$ cat config.mk
export PLATFORM = sky130hd
export DESIGN_NAME = axis_burst_reader
export DESIGN_NICKNAME = d
export VERILOG_FILES = /design/src/rtl/axis_burst_reader.sv
export SDC_FILE = /design/constraint.sdc
export NUM_CORES = 1
export LEC_CHECK = 0
export ABC_AREA = 1
export ABC_CLOCK_PERIOD_IN_PS = 1420
export BUFFER_PORTS_ARGS = -buffer_cell sky130_fd_sc_hd__buf_4
export CORE_UTILIZATION = 45
export DETAILED_ROUTE_END_ITERATION = 16
export PLACE_DENSITY = 0.75
export SYNTH_ARGS = -nofsm -noshare
export SYNTH_HDL_FRONTEND = slang
export SYNTH_SLANG_ARGS = --single-unit
$ cat constraint.sdc
create_clock -name clock -period 1.42 [get_ports clock]
set_clock_uncertainty 0.15 [all_clocks]
set_input_delay 0.071 -clock clock [delete_from_list [all_inputs] [get_ports clock]]
set_output_delay 0.071 -clock clock [all_outputs]
set_load 0.02 [all_outputs]
$ cat src/rtl/axis_burst_reader.sv
// Drains fixed-length bursts from an upstream FIFO once its level reaches BURST_LEN.
// Optional partial-burst flush after TIMEOUT idle cycles: define AXIS_BURST_READER_TIMEOUT_EN.
module axis_burst_reader #(
    parameter int DATA_WIDTH = 8,
    parameter int ADDR_WIDTH = 4,
    parameter int BURST_LEN  = 8,
    parameter int TIMEOUT    = 64
) (
    input  logic                  clock,
    input  logic                  resetn,
    input  logic [ADDR_WIDTH-1:0] level,
    input  logic [DATA_WIDTH-1:0] idata,
    input  logic                  ivalid,
    output logic                  iready,
    output logic [DATA_WIDTH-1:0] odata,
    output logic                  ovalid,
    output logic                  olast,
    input  logic                  oready,
    output logic                  busy
);

    typedef enum logic {S_IDLE, S_BURST} state_t;

    localparam logic [ADDR_WIDTH-1:0] BL  = ADDR_WIDTH'(BURST_LEN);
    localparam logic [ADDR_WIDTH-1:0] ONE = ADDR_WIDTH'(1);

    state_t                  state_q, state_d;
    logic [ADDR_WIDTH-1:0]   remain_q, remain_d;
    logic [DATA_WIDTH-1:0]   odata_q, odata_d;
    logic                    ovalid_q, ovalid_d;
    logic                    olast_q, olast_d;
    logic                    full;
    logic                    timeout_hit;
    logic                    accept;
    logic                    last_acc;

    assign full     = (level >= BL);
    assign accept   = ivalid && iready;
    assign last_acc = accept && (remain_q == ONE);

`ifdef AXIS_BURST_READER_TIMEOUT_EN
    localparam int TW = $clog2(TIMEOUT + 1);
    logic [TW-1:0] timer_q, timer_d;
    logic          partial;

    // Counts consecutive IDLE cycles holding a partial (non-empty, sub-threshold) level.
    assign partial     = (state_q == S_IDLE) && (level != '0) && !full;
    assign timeout_hit = partial && (timer_q == TW'(TIMEOUT - 1));

    always_comb begin
        timer_d = '0;
        if (partial && !timeout_hit) begin
            timer_d = timer_q + TW'(1);
        end
    end

    always_ff @(posedge clock or negedge resetn) begin
        if (!resetn) begin
            timer_q <= '0;
        end else begin
            timer_q <= timer_d;
        end
    end
`else
    assign timeout_hit = 1'b0;
`endif

    always_ff @(posedge clock or negedge resetn) begin
        if (!resetn) begin
            state_q <= S_IDLE;
        end else begin
            state_q <= state_d;
        end
    end

    always_comb begin
        state_d = state_q;
        case (state_q)
            S_IDLE:  if (full || timeout_hit) state_d = S_BURST;
            S_BURST: if (last_acc)            state_d = S_IDLE;
            default: state_d = S_IDLE;
        endcase
    end

    always_comb begin
        iready = (state_q == S_BURST) && (!ovalid_q || oready);
        busy   = (state_q == S_BURST);
    end

    // Full threshold wins over the timeout length when both hold in the same cycle.
    always_comb begin
        remain_d = remain_q;
        if (state_q == S_IDLE) begin
            if (full) begin
                remain_d = BL;
            end else if (timeout_hit) begin
                remain_d = level;
            end
        end else if (accept) begin
            remain_d = remain_q - ONE;
        end
    end

    // Accept and drain in one cycle replace the word in place; a drain alone empties it.
    always_comb begin
        odata_d  = odata_q;
        ovalid_d = ovalid_q;
        olast_d  = olast_q;
        if (accept) begin
            odata_d  = idata;
            ovalid_d = 1'b1;
            olast_d  = (remain_q == ONE);
        end else if (ovalid_q && oready) begin
            ovalid_d = 1'b0;
            olast_d  = 1'b0;
        end
    end

    always_ff @(posedge clock or negedge resetn) begin
        if (!resetn) begin
            remain_q <= '0;
            odata_q  <= '0;
            ovalid_q <= 1'b0;
            olast_q  <= 1'b0;
        end else begin
            remain_q <= remain_d;
            odata_q  <= odata_d;
            ovalid_q <= ovalid_d;
            olast_q  <= olast_d;
        end
    end

    assign odata  = odata_q;
    assign ovalid = ovalid_q;
    assign olast  = olast_q;

endmodule

==> flow_summary.yaml <==
floorplan:
  core_region_area_um2: 1370
  ioPinCount: 28
  chipHeight_um: 41.5
  initial_utilization_pct: 51.3
  fp-row-count: 13
  dieWidth_um: 41.5
  die-area_um2: 1720
power_and_ir_drop:
  sw_frac_of_total_pct: 42.9
  p_leak_nw: 0.573
  p_int_mw: 1.22
  clock_power_share_pct: 11.6
  seqPwrFrac_pct: 35.9
  comb_power_share_pct: 52.4
  switchingPower_mw: 0.917
  power.density_nw_per_um2: 2040
  peakVddDrop_v: 0.000992
worst_hold_path:
  hp-class: "in2async"
clocking:
  cts_buffers: 3
  clk_path_buf_depth: 2
  cts_root_buffer: "clkbuf_4"
  clkSinkCount: 15
  htree_levels: 1
  tritoncts: "done"
  clock_latency_ns: 0.28
  path_clk_slew_ns: 0.09
routing:
  drt_iter0_drc: 7
  wire_per_inst_um: 11.7
  ant_nets: 0
  vias_per_cell: 4.71
  drt_pass1_iterations: 4
  vias: 636
  routed_wl_um: 1580
  drc: 0
grt:
  grt_use_total_pct: 21.3
  gr-total-overflow: 0
  grt_pass1_wl_um: 2760
  antenna_found_initial: 0
  grt_pass1_vias: 624
  grt_max_degree: 16
setup_path:
  critPathCaptureType: "flop"
  worst-r2r-cell-count: 6
  cp_common_cell: "nand2_1"
  crit_slowest_cell: "dfrtp_1"
  critPathMaxFanout: 3
  r2r_slack_ns: 0.08
  r2r_end: "busy"
  critPathArrivalTime_ns: 1.37
  slowest_delay_ns: 0.39
  cp.required_ns: 1.45
  crit_chain: "inv_1 > ha_1 > nand3_1 > or2_1 > nand2_1 > nand2_1"
  path_class: "reg2reg"
  r2r-start: "remain_q[1]"
  start_kind: "flop"
finish:
  multi_input_area_um2: 284
  layout.nets: 139
  syn2layout_area_growth_pct: 49.5
  num_antenna_cells: 0
  drive_gt1_share_pct: 30.0
  nFillCells: 98
  seq_area_um2: 377
outcome:
  outcome: "finished clean"
synth:
  yosysUniqueCellTypes: 15
  yosysSeqAreaShare_pct: 53.6
  synth-edff-count: 0
  synth_area_leaders: "dfrtp_1 54%, nand2_1 17%, nand3_1 8.6%"
  synthTopCellsByCount: "32 x nand2_1, 15 x dfrtp_1, 12 x nand3_1, 6 x inv_1"
  synthArstFlopShare_pct: 100
  synth_most_common_cell: "nand2_1"
  synth_top_area_share_pct: 53.6
  ys_ff_latch: 15
  netlist_area_um2: 701
  yosysWarnings: 0
  synthCells: 80
  syn-num-nets: 98
  syn_avg_cell_area_um2: 8.76
  synthFlopType: "dfrtp_1"
  synth_top_area_cell: "dfrtp_1"
sta:
  finalCriticalPeriod_ns: 1.34
  finalSetupViolCount: 0
  tightestPinTransition_ns: 0.207
  holdWs_ns: 0.0203
  slew_headroom_pct: 86.2
  finalSetupTns_ns: 0
  grt_setup_unrepaired: "false"
  final_max_slew_viol_count: 0
  fin_crit_sh_pct: 94.3
  max_freq_mhz: 747
  final_hold_viol_count: 0
placed_design:
  hpwl_um: 1010
  globalplace.congestion: 0.784
  io_buffers: 24
run:
  max_cap_viol_count: 0
## layer usage
layer  track usage (%)  part of all wire, %  up-vias
met2              35.9                   52       16
met1              27.0                   43      285
met3              2.61                  3.1        4
met5                 0                    0        -
li1                  -                    -      331
met4              9.68                  1.8        0
## power by group through the flow
| stage | clock network [mW] | registers, mW | logic (mW) |
|---|---|---|---|
| after floorplan | 0 | 0.929 | 0.530 |
| after global placement | 0 | 0.768 | 1.05 |
| after detailed placement | 0 | 0.771 | 1.07 |
| after CTS | 0.257 | 0.767 | 1.13 |
| after global routing | 0.265 | 0.795 | 1.25 |
| final | 0.249 | 0.769 | 1.12 |
## critical path: cells and delay by family, from the launching register on
| kind | cells | cell delay, ns |
|---|---|---|
| adders and majority gates | 1 | 0.16 |
| buffers and inverters | 1 | 0.11 |
| DFF | 1 | 0.39 |
| and+or+nand+nor | 4 | 0.43 |
## flip-flops by register name (all words and copies together) (netlist names)
register,count
busy,1
remain_q,4
odata,8
ovalid,1
olast,1
## placed cells by master (no fill, tap or decap)
cell / instances
o21ai_1: 1
ha_1: 2
nand3_2: 1
o22ai_2: 1
nor2_1: 2
dfrtp_1: 14
buf_4: 26
dlygate4sd3_1: 12
clkbuf_1: 1
xnor2_1: 1
inv_2: 1
or2_1: 1
nand2_1: 32
clkbuf_4: 3
nand3_1: 12
dfrtp_2: 1
inv_1: 6
nand2_2: 2
a21oi_4: 1
## stage by stage
step                utilization [%]  instances  instance area (um2)  total power, mW  setup WS, ns
finish                         76.6        135                 1050             2.14        0.0810
global route                   76.6        135                 1050             2.31        0.0311
CTS                            76.6        135                 1050             2.15        0.0743
detailed placement             65.3        118                  892             1.84         0.101
global placement               65.3        118                  892             1.82         0.132
floorplan                         -         80                  701             1.46         0.111
## logic make-up (layout without fill, tap and decap cells)
family,count (synthesis),in the layout,share of synthesized area [%]
compound gates,3,3,4.82
xor+xnor,1,1,1.25
fa+ha+maj,2,2,3.57
buf+inv,9,49,5.89
flops,15,15,53.6
simple gates,50,50,30.9
## repair_timing
action / CTS / global route
setup endpoints to repair: 1 / 0
buffers inserted: 1 / 0
gates resized for setup: 1 / 0
hold endpoints to repair: 26 / 0
hold buffers: 12 / 0
## how the worst max path moves through the flow
stage / startpoint / to / slack [ns] / depth (start not counted)
final: remain_q[1] / busy / 0.08 / 6
after global routing: remain_q[1] / busy / 0.03 / 6
after CTS: busy / iready / 0.07 / 3
after detailed placement: remain_q[1] / busy / 0.10 / 6
after global placement: remain_q[1] / busy / 0.13 / 6
after floorplan: busy / odata[0] / 0.11 / 4
## layout make-up
cell class	instances	share of cell area, %
repair buffers	38	30.1
inverters	7	2.51
well taps	15	1.79
clock buffers	4	2.51
multi-input cells	56	27.1
flip-flops and latches	15	36.0
No activity file was read; power rests on OpenSTA's default activity.
